$ cat src/rtl/nn_stream_pkg.sv
// Shared definitions for the network's serial-to-parallel stream stages.
//   stream_state_e : collect/discard state encoding
//   cnt_w()        : element-counter width for a frame of n elements
package nn_stream_pkg;

   typedef enum logic {
      COLLECT = 1'b0,
      DISCARD = 1'b1
   } stream_state_e;

   // Counter width max(1, clog2(n)); n=1 still needs a 1-bit counter.
   function automatic int unsigned cnt_w(input int unsigned n);
      return (n <= 1) ? 1 : $clog2(n);
   endfunction

endpackage : nn_stream_pkg

$ cat src/rtl/layer_out_packer.sv
// Packs one layer's serially arriving neuron outputs into the parallel
// vector consumed by the argmax stage, dropping malformed frames.
//   clk       : clock, rising edge
//   rst       : synchronous active-low reset
//   s_data    : one neuron output (carried bit-exact)
//   s_valid   : beat strobe, always accepted
//   s_last    : final element of a frame, qualified by s_valid
//   dout      : packed vector, element k at [(k+1)*inputWidth-1 : k*inputWidth]
//   dout_vld  : one-cycle pulse, dout holds a new complete frame
//   frame_err : one-cycle pulse, a short or long frame was dropped
//   frame_cnt : count of good frames emitted, wraps
module layer_out_packer
   import nn_stream_pkg::*;
#(
   parameter int unsigned numInput   = 10,
   parameter int unsigned inputWidth = 16
) (
   input  logic                           clk,
   input  logic                           rst,
   input  logic [inputWidth-1:0]          s_data,
   input  logic                           s_valid,
   input  logic                           s_last,
   output logic [numInput*inputWidth-1:0] dout,
   output logic                           dout_vld,
   output logic                           frame_err,
   output logic [15:0]                    frame_cnt
);

   localparam int unsigned CNT_W = cnt_w(numInput);
   localparam int unsigned VEC_W = numInput * inputWidth;
   localparam logic [CNT_W-1:0] LAST_IDX = CNT_W'(numInput - 1);

   stream_state_e    state;
   logic [CNT_W-1:0] cnt;
   logic [VEC_W-1:0] asm_q;
   logic [VEC_W-1:0] asm_c;

   // Shadow assembly with the current beat written into slice cnt.
   always_comb begin
      asm_c = asm_q;
      for (int k = 0; k < int'(numInput); k++) begin
         if (cnt == CNT_W'(k)) begin
            asm_c[k*inputWidth +: inputWidth] = s_data;
         end
      end
   end

   // Frame FSM, element counter and registered outputs.
   always_ff @(posedge clk) begin
      if (!rst) begin
         state     <= COLLECT;
         cnt       <= '0;
         asm_q     <= '0;
         dout      <= '0;
         dout_vld  <= 1'b0;
         frame_err <= 1'b0;
         frame_cnt <= '0;
      end else begin
         dout_vld  <= 1'b0;
         frame_err <= 1'b0;
         if (s_valid) begin
            case (state)
               COLLECT: begin
                  if (cnt == LAST_IDX) begin
                     cnt <= '0;
                     if (s_last) begin
                        dout      <= asm_c;
                        dout_vld  <= 1'b1;
                        frame_cnt <= frame_cnt + 16'd1;
                     end else begin
                        // Long frame: flag once, then swallow up to s_last.
                        frame_err <= 1'b1;
                        state     <= DISCARD;
                     end
                  end else if (s_last) begin
                     cnt       <= '0;
                     frame_err <= 1'b1;
                  end else begin
                     asm_q <= asm_c;
                     cnt   <= cnt + CNT_W'(1);
                  end
               end
               DISCARD: begin
                  if (s_last) begin
                     state <= COLLECT;
                  end
               end
               default: state <= COLLECT;
            endcase
         end
      end
   end

endmodule : layer_out_packer
$ cat config.mk
export PLATFORM = sky130hd
export DESIGN_NAME = layer_out_packer
export DESIGN_NICKNAME = d
export VERILOG_FILES = /design/src/rtl/nn_stream_pkg.sv /design/src/rtl/layer_out_packer.sv
export SDC_FILE = /design/constraint.sdc
export NUM_CORES = 1
export LEC_CHECK = 0
export CORE_MARGIN = 3
export CORE_UTILIZATION = 45
export DETAILED_ROUTE_END_ITERATION = 6
export PLACE_DENSITY = 0.72
export SYNTH_ARGS = -nofsm -noshare
export SYNTH_HDL_FRONTEND = slang
export SYNTH_SLANG_ARGS = --single-unit
export TNS_END_PERCENT = 5
$ cat constraint.sdc
create_clock -name clk -period 3.2 [get_ports clk]
set_input_delay 0.64 -clock clk [delete_from_list [all_inputs] [get_ports clk]]
set_output_delay 0.64 -clock clk [all_outputs]
set_load 0.005 [all_outputs]
==> results of run 1 <==
[stage by stage]
stage / instance area (sq um) / total power (uW) / hold WS [ns] / utilization, %
finish: 16500 / 8580 / 0.453 / 58.5
global route: 16500 / 8860 / 0.467 / 58.5
CTS: 16500 / 8650 / 0.454 / 58.5
detailed placement: 15300 / 4510 / 0.446 / 54.3
global placement: 15300 / 4500 / 0.440 / 54.3
floorplan: 13100 / 4380 / 0.436 / -
[final timing paths]
kind | startpoint | to | slack, ns | depth (start not counted)
max | cnt[1] | asm_q[56] | 0.48 | 9
min | asm_q[78] | asm_q[78] | 0.45 | 2
max reg2reg | cnt[1] | asm_q[56] | 0.48 | 9
min reg2reg | asm_q[78] | asm_q[78] | 0.45 | 2
[cell usage after synthesis (all sizes together)]
cell type and instances:
a21oi 168, or4 2, or3 3, dfxtp 327, nand3 10, nand2 336
nand2b 7, nor4 5, nor3 4, nor2 161, nand4 3, nor4b 1
a211oi 145, nand4b 2, nand3b 7, o21ai 5, clkbuf 107, xnor2 8
mux2i 147, nand4bb 1, clkinv 1, nor3b 4, and4 1, nor2b 2
and3 2, a31oi 1, and2 4, and3b 2, inv 8, or2 2
buf 48, ha 6
[layout by cell type, fill, tap and decap left out, drive strengths merged, types with 2 or more instances in the layout]
master,count
or2,2
nand3,10
nand4,3
a21oi,168
clkbuf,49
and3,2
nor3b,4
o21ai,5
nand2,336
nand2b,7
or3,3
or4,2
nand4b,2
buf,43
clkdlybuf4s50,197
nor4,5
and2,4
clkinv,6
bufinv,3
ha,6
inv,9
and3b,2
nor2b,2
nor3,4
xnor2,8
nor2,161
mux2i,147
dfxtp,327
nand3b,7
a211oi,145
[worst max-delay path, cell delays in order, from the launching register on]
cell and delay, ns:
dfxtp_1 0.41, inv_1 0.09, ha_1 0.25, and3b_1 0.25
inv_4 0.12, ha_1 0.17, and3b_1 0.50, and2_1 0.59
nand2_1 0.13, a21oi_1 0.16
[where the power goes]
| part | internal [uW] | leakage [uW] | switching, uW |
|---|---|---|---|
| logic | 94.9 | 0.00257 | 231 |
| registers | 4090 | 0.00263 | 8.03 |
| clock network | 2540 | 0.000590 | 1620 |
| total | 6730 | 0.00580 | 1860 |
[per-layer routing]
metal,up-vias,wire length (microns),global-route usage [%]
met5,-,0,0
met4,0,1140,7.89
met3,71,1950,3.83
met2,261,17000,37.6
met1,5095,15300,29.0
li1,5433,-,-
[registers in the layout, indices dropped and copies added (netlist names)]
name	count
dout	160
asm_q	144
frame_cnt	16
cnt	4
dout_vld	1
frame_err	1
state	1
[cell families (layout without fill, tap and decap cells)]
logic type | after synthesis | in the layout
AOI/OAI and AO/OA | 319 | 319
xor gates and xnor gates | 8 | 8
adders and majority gates | 6 | 6
buffers and inverters | 164 | 308
DFF | 327 | 327
muxes | 147 | 147
and+or+nand+nor | 559 | 559
[layout make-up]
| cell class | count | area (sq um) |
|---|---|---|
| clock inverters | 10 | 128 |
| well taps | 378 | 473 |
| fillers | 2500 | 11700 |
| flip-flops and latches | 327 | 6550 |
| clock buffers | 49 | 1060 |
| repair buffers | 240 | 2390 |
| inverters | 9 | 43.8 |
| multi-input cells | 1039 | 5880 |
==> flow_summary.yaml, run 1 <==
synth:
  ys_seq_area_share_pct: 50.1
  yosysWarningCount: 0
  synth_xor_area_share_pct: 0.536
  synthesis.nets: 1556
  yosys.area.top_type: "dfxtp_1"
  synth-simple-area-share_pct: 17.4
  synth_area_sq_um: 13100
  synthTopCellsByArea: "dfxtp_1 50%, mux2i_1 11%, nand2_1 9.6%, a211oi_1 8.3%, a21oi_1 6.4%"
  synth_top_family_by_area: "simple AND/OR/NAND/NOR gates"
  synth_adder_area_share_pct: 0.574
  synth_cell_types: 38
  yosysTopAreaCellShare_pct: 50.1
  ys_ff_latch: 327
  postSynthCellCount: 1530
  synth.mux.area_fraction_pct: 11.3
  syn_avg_cell_area_sq_um: 8.55
  synth_compound_area_share_pct: 15.0
clock_tree:
  cts_buffers: 35
  clk_path_buf_depth: 3
  h-tree-depth: 2
  postCtsSetupRepairBufs: 0
  holdBufCountCts: 0
  ctsRootBufferMaster: "clkbuf_16"
  cts_tree: "done"
  insertion_delay_ns: 0.51
  clkTransAtPathRegs_ns: 0.06
  cts_resized: 0
  clock-sinks: 327
timing:
  worst_pin_slew_ns: 0.655
  hold_viol: 0
  slew_viol_final: 0
  fin_setup_tns_ns: 0
  post-route-min-period_ns: 2.72
  fmax_mhz: 368
  fin_ws_ns: 0.481
  fin_worst_skew_ns: 0.0170
  slew-limit-headroom_pct: 56.4
  setup_viol: 0
  post-route-period-util_pct: 85.0
  rsz0062_at_grt: "no"
placed_design:
  post-place-ws_ns: 0.346
  portBuffers: 197
  dp.cells: 1993
  gp_congestion: 0.825
  place_hpwl_microns: 21700
pwr:
  p_leak_uw: 0.00580
  ir_drop_uv: 336
  powerDensity_nw_per_um2: 519
detailed_routing:
  first_pass_iters: 5
  post_drt_wl_per_cell_microns: 17.2
  final_antenna_net_count: 0
  drc: 0
  routed_wl_microns: 35300
  vias_per_cell: 5.29
  drt-initial-drc-count: 620
  vias: 10900
setup_path:
  endpoint_kind: "flip-flop"
  crit_type: "reg2reg"
  crit_required_ns: 3.64
  cp_max_fo: 16
  arrival_ns: 3.16
  cp-start-kind: "flip-flop"
cells_and_area:
  area_growth_pct: 26.4
  drive_gt1_share_pct: 6.51
  nets: 1678
  n_antenna_cell: 0
  stdcell_count: 2052
die:
  dieArea_sq_um: 31100
  num_rows: 61
  die-width_microns: 176
  initial_utilization_pct: 46.3
  core_area_sq_um: 28200
  chipHeight_microns: 176
  ios: 198
global_route:
  grt_pass1_wl_microns: 55800
  antenna_found_initial: 0
  grt_util_all_layers_pct: 22.3
  first_global_vias: 10200
  grt_start_max_net_pins: 115
  globalRouteOverflowTotal: 0
worst_hold_path:
  worstHoldPathType: "reg2reg"
run_status:
  status: "finished clean"
job:
  maxCapViolCount: 0
Note: power is estimated with default switching activity, not from simulation.
==> run 2, diff against run 1 <==
==> constraint.sdc (replaced) <==
create_clock -name clk -period 2.7 [get_ports clk]
set_input_delay 0.54 -clock clk [delete_from_list [all_inputs] [get_ports clk]]
set_output_delay 0.54 -clock clk [all_outputs]
set_load 0.005 [all_outputs]
==> run 2 against run 1 <==
Fmax increased by 13%. Setup slack worse by 0.18 ns. Sequential share of layout area shrank 0.52 points. Non-clock buffer count rose by 28. Global-route usage down 0.18 points. Critical endpoint is now asm_q[135]. Highest routed layer unchanged.
==> flow_summary.yaml, run 2 (synthesized netlist as in run 1, its figures left out) <==
die:
  core_area_sq_um: 28200
  die-width_microns: 176
  dieArea_sq_um: 31100
  ios: 198
  num_rows: 61
  chipHeight_microns: 176
  initial_utilization_pct: 46.3
clock_tree:
  postCtsSetupRepairBufs: 0
  h-tree-depth: 2
  clkTransAtPathRegs_ns: 0.06
  ctsRootBufferMaster: "clkbuf_16"
  clock-sinks: 327
  cts_tree: "done"
  holdBufCountCts: 0
  insertion_delay_ns: 0.50
  cts_buffers: 35
  cts_resized: 0
  clk_path_buf_depth: 3
setup_path:
  ff2ff_path_depth: 10
  crit_required_ns: 3.12
  crit_type: "reg2reg"
  cp-start-kind: "flip-flop"
  arrival_ns: 2.83
  endpoint_kind: "flip-flop"
  reg2reg_slack_ns: 0.30
  r2r_start: "cnt[1]"
  cp_max_fo: 12
  r2r_end: "asm_q[135]"
cells_and_area:
  area_growth_pct: 28.0
  mostFrequentLayoutCells: "335 x nand2_1, 327 x dfxtp_1, 197 x clkdlybuf4s50_1"
  seq_area_sq_um: 6550
  largest-register: "dout"
  n_fill_cell: 2486
  multi_input_area_sq_um: 5890
  fin_area_sq_um: 16700
  drive_gt1_share_pct: 8.15
  nets: 1706
  top_regs: "dout x160, asm_q x144, frame_cnt x16"
  n_antenna_cell: 0
  final_common_cell: "nand2_1"
  utilization_pct: 59.3
  largest_register_ffs: 160
worst_hold_path:
  worstHoldPathType: "reg2reg"
  holdPathEnd: "asm_q[129]"
  hold_start: "asm_q[129]"
  whs_path_depth: 2
pwr:
  p_sw_uw: 2160
  seq_power_share_pct: 47.9
  combPwrFrac_pct: 4.0
  ir_drop_uv: 484
  p_sw_share_pct: 21.3
  p_int_uw: 7970
  clock_power_share_pct: 48.1
  p_leak_uw: 0.00593
  powerDensity_nw_per_um2: 605
timing:
  slew_viol_final: 0
  post-route-min-period_ns: 2.40
  rsz0062_at_grt: "no"
  setup_viol: 0
  post-route-period-util_pct: 88.9
  fin_worst_skew_ns: 0.0171
  hold_viol: 0
  slew-limit-headroom_pct: 58.3
  fmax_mhz: 417
  worst_pin_slew_ns: 0.623
  fin_setup_tns_ns: 0
  whs_ns: 0.452
  fin_ws_ns: 0.300
detailed_routing:
  post_drt_wl_per_cell_microns: 17.0
  drt-initial-drc-count: 740
  drc: 0
  vias: 11000
  first_pass_iters: 5
  vias_per_cell: 5.28
  routed_wl_microns: 35400
  final_antenna_net_count: 0
global_route:
  first_global_vias: 10500
  grt_start_max_net_pins: 84
  grt_util_all_layers_pct: 22.1
  globalRouteOverflowTotal: 0
  antenna_found_initial: 0
  grt_pass1_wl_microns: 55900
placed_design:
  place_hpwl_microns: 22600
  placed_cell_area_sq_um: 15600
  gp_congestion: 0.836
  post-place-ws_ns: 0.0128
  portBuffers: 197
job:
  maxCapViolCount: 0
run_status:
  status: "finished clean"
==> run 2: how the worst max path moves through the flow <==
stage / endpoint / start / cells past startpoint / slack [ns]
2_1_floorplan: asm_q[15] / cnt[1] / 13 / 0.36
3_3_place_gp: asm_q[50] / s_last / 7 / 0.06
3_5_place_dp: asm_q[36] / s_last / 7 / 0.01
4_1_cts: asm_q[36] / cnt[1] / 9 / 0.04
5_1_grt: asm_q[133] / cnt[1] / 10 / 0.09
6_report: asm_q[135] / cnt[1] / 10 / 0.30
==> run 2: layout make-up <==
class	count	share of cell area, %
Timing Repair Buffer	268	15.6
Multi-Input combinational cell	1039	35.2
Tap cell	378	2.82
Clock inverter	11	0.941
Sequential cell	327	39.1
Clock buffer	51	6.08
Inverter	9	0.262
==> run 2: worst max-delay path, stage by stage (launching register included) <==
cell and delay (ns):
dfxtp_1 0.41, inv_1 0.09, ha_1 0.20, and3b_1 0.23, inv_4 0.11, ha_1 0.17
nand3b_1 0.28, nor2_1 0.37, buf_4 0.25, nand2_1 0.07, a21oi_1 0.15
==> run 2: power by group through the flow <==
| stage | combinational (uW) | sequential [uW] | clock, uW |
|---|---|---|---|
| 6_report | 403 | 4850 | 4870 |
| 5_1_grt | 429 | 4850 | 5130 |
| 4_1_cts | 402 | 4850 | 4950 |
| 3_5_place_dp | 401 | 4960 | 0 |
| 3_3_place_gp | 396 | 4960 | 0 |
| 2_1_floorplan | 229 | 4960 | 0 |
==> run 2: metrics by stage <==
| stage | cells | total power, uW |
|---|---|---|
| 2_1_floorplan | 1530 | 5190 |
| 3_3_place_gp | 2021 | 5350 |
| 3_5_place_dp | 2021 | 5360 |
| 4_1_cts | 2083 | 10200 |
| 5_1_grt | 2083 | 10400 |
| 6_report | 2083 | 10100 |
==> run 2: layer usage <==
layer  vias up  part of all wire (%)  global-route usage [%]
li1       5512                     -                       -
met1      5154                    43                    28.6
met2       277                    49                    38.3
met3        61                   4.6                    2.92
met4         0                   2.7                    7.46
met5         -                     0                       0
==> run 3, diff against run 2 <==
--- a/config.mk
+++ b/config.mk
@@ -5,10 +5,11 @@
 export SDC_FILE = /design/constraint.sdc
 export NUM_CORES = 1
 export LEC_CHECK = 0
+export ABC_CLOCK_PERIOD_IN_PS = 2700
 export CORE_MARGIN = 3
-export CORE_UTILIZATION = 45
+export CORE_UTILIZATION = 30
 export DETAILED_ROUTE_END_ITERATION = 6
-export PLACE_DENSITY = 0.72
+export PLACE_DENSITY = 0.53
 export SYNTH_ARGS = -nofsm -noshare
 export SYNTH_HDL_FRONTEND = slang
 export SYNTH_SLANG_ARGS = --single-unit
==> run 3 against run 2 <==
Utilization is 19 points lower. Fmax is 1.2% lower. Non-clock buffer count rose by 8. Via count down 1.2%. Clock skew fell by 0.0059 ns. Sequential share of layout area fell by 0.91 points. Critical path depth did not move. First-iteration DRC count down 27%. Sequential cell count unchanged. Register-to-register slack worse by 0.03 ns.
==> flow_summary.yaml, run 3 (synthesized netlist as in run 1, its figures left out) <==
run_status:
  status: "finished clean"
cells_and_area:
  n_fill_cell: 4231
  mostFrequentLayoutCells: "336 x nand2_1, 327 x dfxtp_1, 197 x clkdlybuf4s50_1"
  largest-register: "dout"
  drive_gt1_share_pct: 8.44
  top_regs: "dout x160, asm_q x144, frame_cnt x16"
  multi_input_area_sq_um: 5880
  final_common_cell: "nand2_1"
  largest_register_ffs: 160
  area_growth_pct: 31.1
  seq_area_sq_um: 6550
  nets: 1717
  stdcell_count: 2295
die:
  num_rows: 75
  chipHeight_microns: 215
  initial_utilization_pct: 30.8
  dieArea_sq_um: 46100
  die-width_microns: 215
  core_area_sq_um: 42500
  ios: 198
worst_hold_path:
  worstHoldPathType: "reg2reg"
detailed_routing:
  drc: 0
  post_drt_wl_per_cell_microns: 17.3
  routed_wl_microns: 39800
  vias_per_cell: 4.74
  vias: 10900
  first_pass_iters: 4
  drt-initial-drc-count: 540
  final_antenna_net_count: 0
clock_tree:
  ctsRootBufferMaster: "clkbuf_16"
  clkTransAtPathRegs_ns: 0.06
  h-tree-depth: 2
  clock-sinks: 327
  clk_path_buf_depth: 3
  cts_buffers: 38
  insertion_delay_ns: 0.54
  cts_resized: 0
  cts_tree: "done"
  postCtsSetupRepairBufs: 0
  holdBufCountCts: 0
pwr:
  p_sw_share_pct: 22.5
  ir_drop_uv: 315
  clock_power_share_pct: 48.6
  seq_power_share_pct: 47.2
  powerDensity_nw_per_um2: 600
  p_int_uw: 7970
  p_sw_uw: 2320
  combPwrFrac_pct: 4.2
  p_leak_uw: 0.00601
global_route:
  first_global_vias: 10500
  grt_start_max_net_pins: 60
  globalRouteOverflowTotal: 0
  grt_pass1_wl_microns: 61200
  grt_util_all_layers_pct: 16.8
  antenna_found_initial: 0
timing:
  hold_viol: 0
  slew_viol_final: 0
  post-route-period-util_pct: 90.0
  fin_setup_tns_ns: 0
  fmax_mhz: 411
  worst_pin_slew_ns: 0.625
  slew-limit-headroom_pct: 58.2
  post-route-min-period_ns: 2.43
  fin_worst_skew_ns: 0.0112
  setup_viol: 0
  rsz0062_at_grt: "no"
placed_design:
  portBuffers: 197
  place_hpwl_microns: 25200
  gp_congestion: 0.741
  dp.cells: 2228
setup_path:
  endpoint_kind: "flip-flop"
  cp-start-kind: "flip-flop"
  crit_type: "reg2reg"
  arrival_ns: 2.89
  cp_max_fo: 16
  crit_required_ns: 3.16
job:
  maxCapViolCount: 0
## run 3: cell types whose count changed in the layout (fill, tap and decap cells not counted), sizes merged
| cell | before | now |
|---|---|---|
| clkbuf | 51 | 56 |
| clkinvlp | 1 | 0 |
| bufinv | 4 | 1 |
| diode | 0 | 1 |
| clkinv | 6 | 9 |
| buf | 71 | 79 |
## run 3: cell type report
cell class	instances	share of cell area, %
Clock buffer	56	6.60
Tap cell	577	4.21
Antenna cell	1	0.0146
Multi-Input combinational cell	1039	34.3
Sequential cell	327	38.2
Inverter	9	0.255
Clock inverter	10	0.460
Timing Repair Buffer	276	16.0
## run 3: path summary, 6_finish.rpt
| path | startpoint | endpoint | slack, ns | cells past startpoint |
|---|---|---|---|---|
| setup / recovery | cnt[1] | asm_q[41] | 0.27 | 10 |
| hold / removal | asm_q[18] | asm_q[18] | 0.45 | 2 |
| setup reg to reg | cnt[1] | asm_q[41] | 0.27 | 10 |
| hold reg to reg | asm_q[18] | asm_q[18] | 0.45 | 2 |
## run 3: stage by stage
| stage | worst slack (ns) | hold slack (ns) | power, uW | cell area, sq um | util (%) |
|---|---|---|---|---|---|
| floorplan | 0.362 | 0.436 | 5190 | 13100 | - |
| global placement | 0.213 | 0.441 | 5380 | 15900 | 37.5 |
| detailed placement | 0.198 | 0.446 | 5390 | 15900 | 37.5 |
| CTS | 0.253 | 0.454 | 10400 | 17100 | 40.3 |
| global route | 0.0342 | 0.464 | 10600 | 17100 | 40.3 |
| finish | 0.269 | 0.452 | 10300 | 17100 | 40.3 |
## run 3: power by group through the flow
stage               Sequential (uW)  Clock, uW  Combinational, uW
floorplan                      4960          0                229
global placement               4960          0                427
detailed placement             4960          0                431
CTS                            4850       5160                431
global route                   4850       5320                457
finish                         4850       5000                429
## run 3: critical path: stages (launching register included)
cell	delay, ns
dfxtp_1	0.38
inv_1	0.08
ha_1	0.20
and3b_1	0.23
inv_4	0.11
ha_1	0.17
and3b_1	0.16
buf_4	0.20
and2_1	0.53
nand2_1	0.13
a21oi_1	0.16
## run 3: layer usage
metal / wire length (microns) / GRT usage, %
met1: 19000 / 22.5
met3: 1470 / 2.80
met4: 797 / 5.03
met5: 0 / 0
met2: 18500 / 27.8
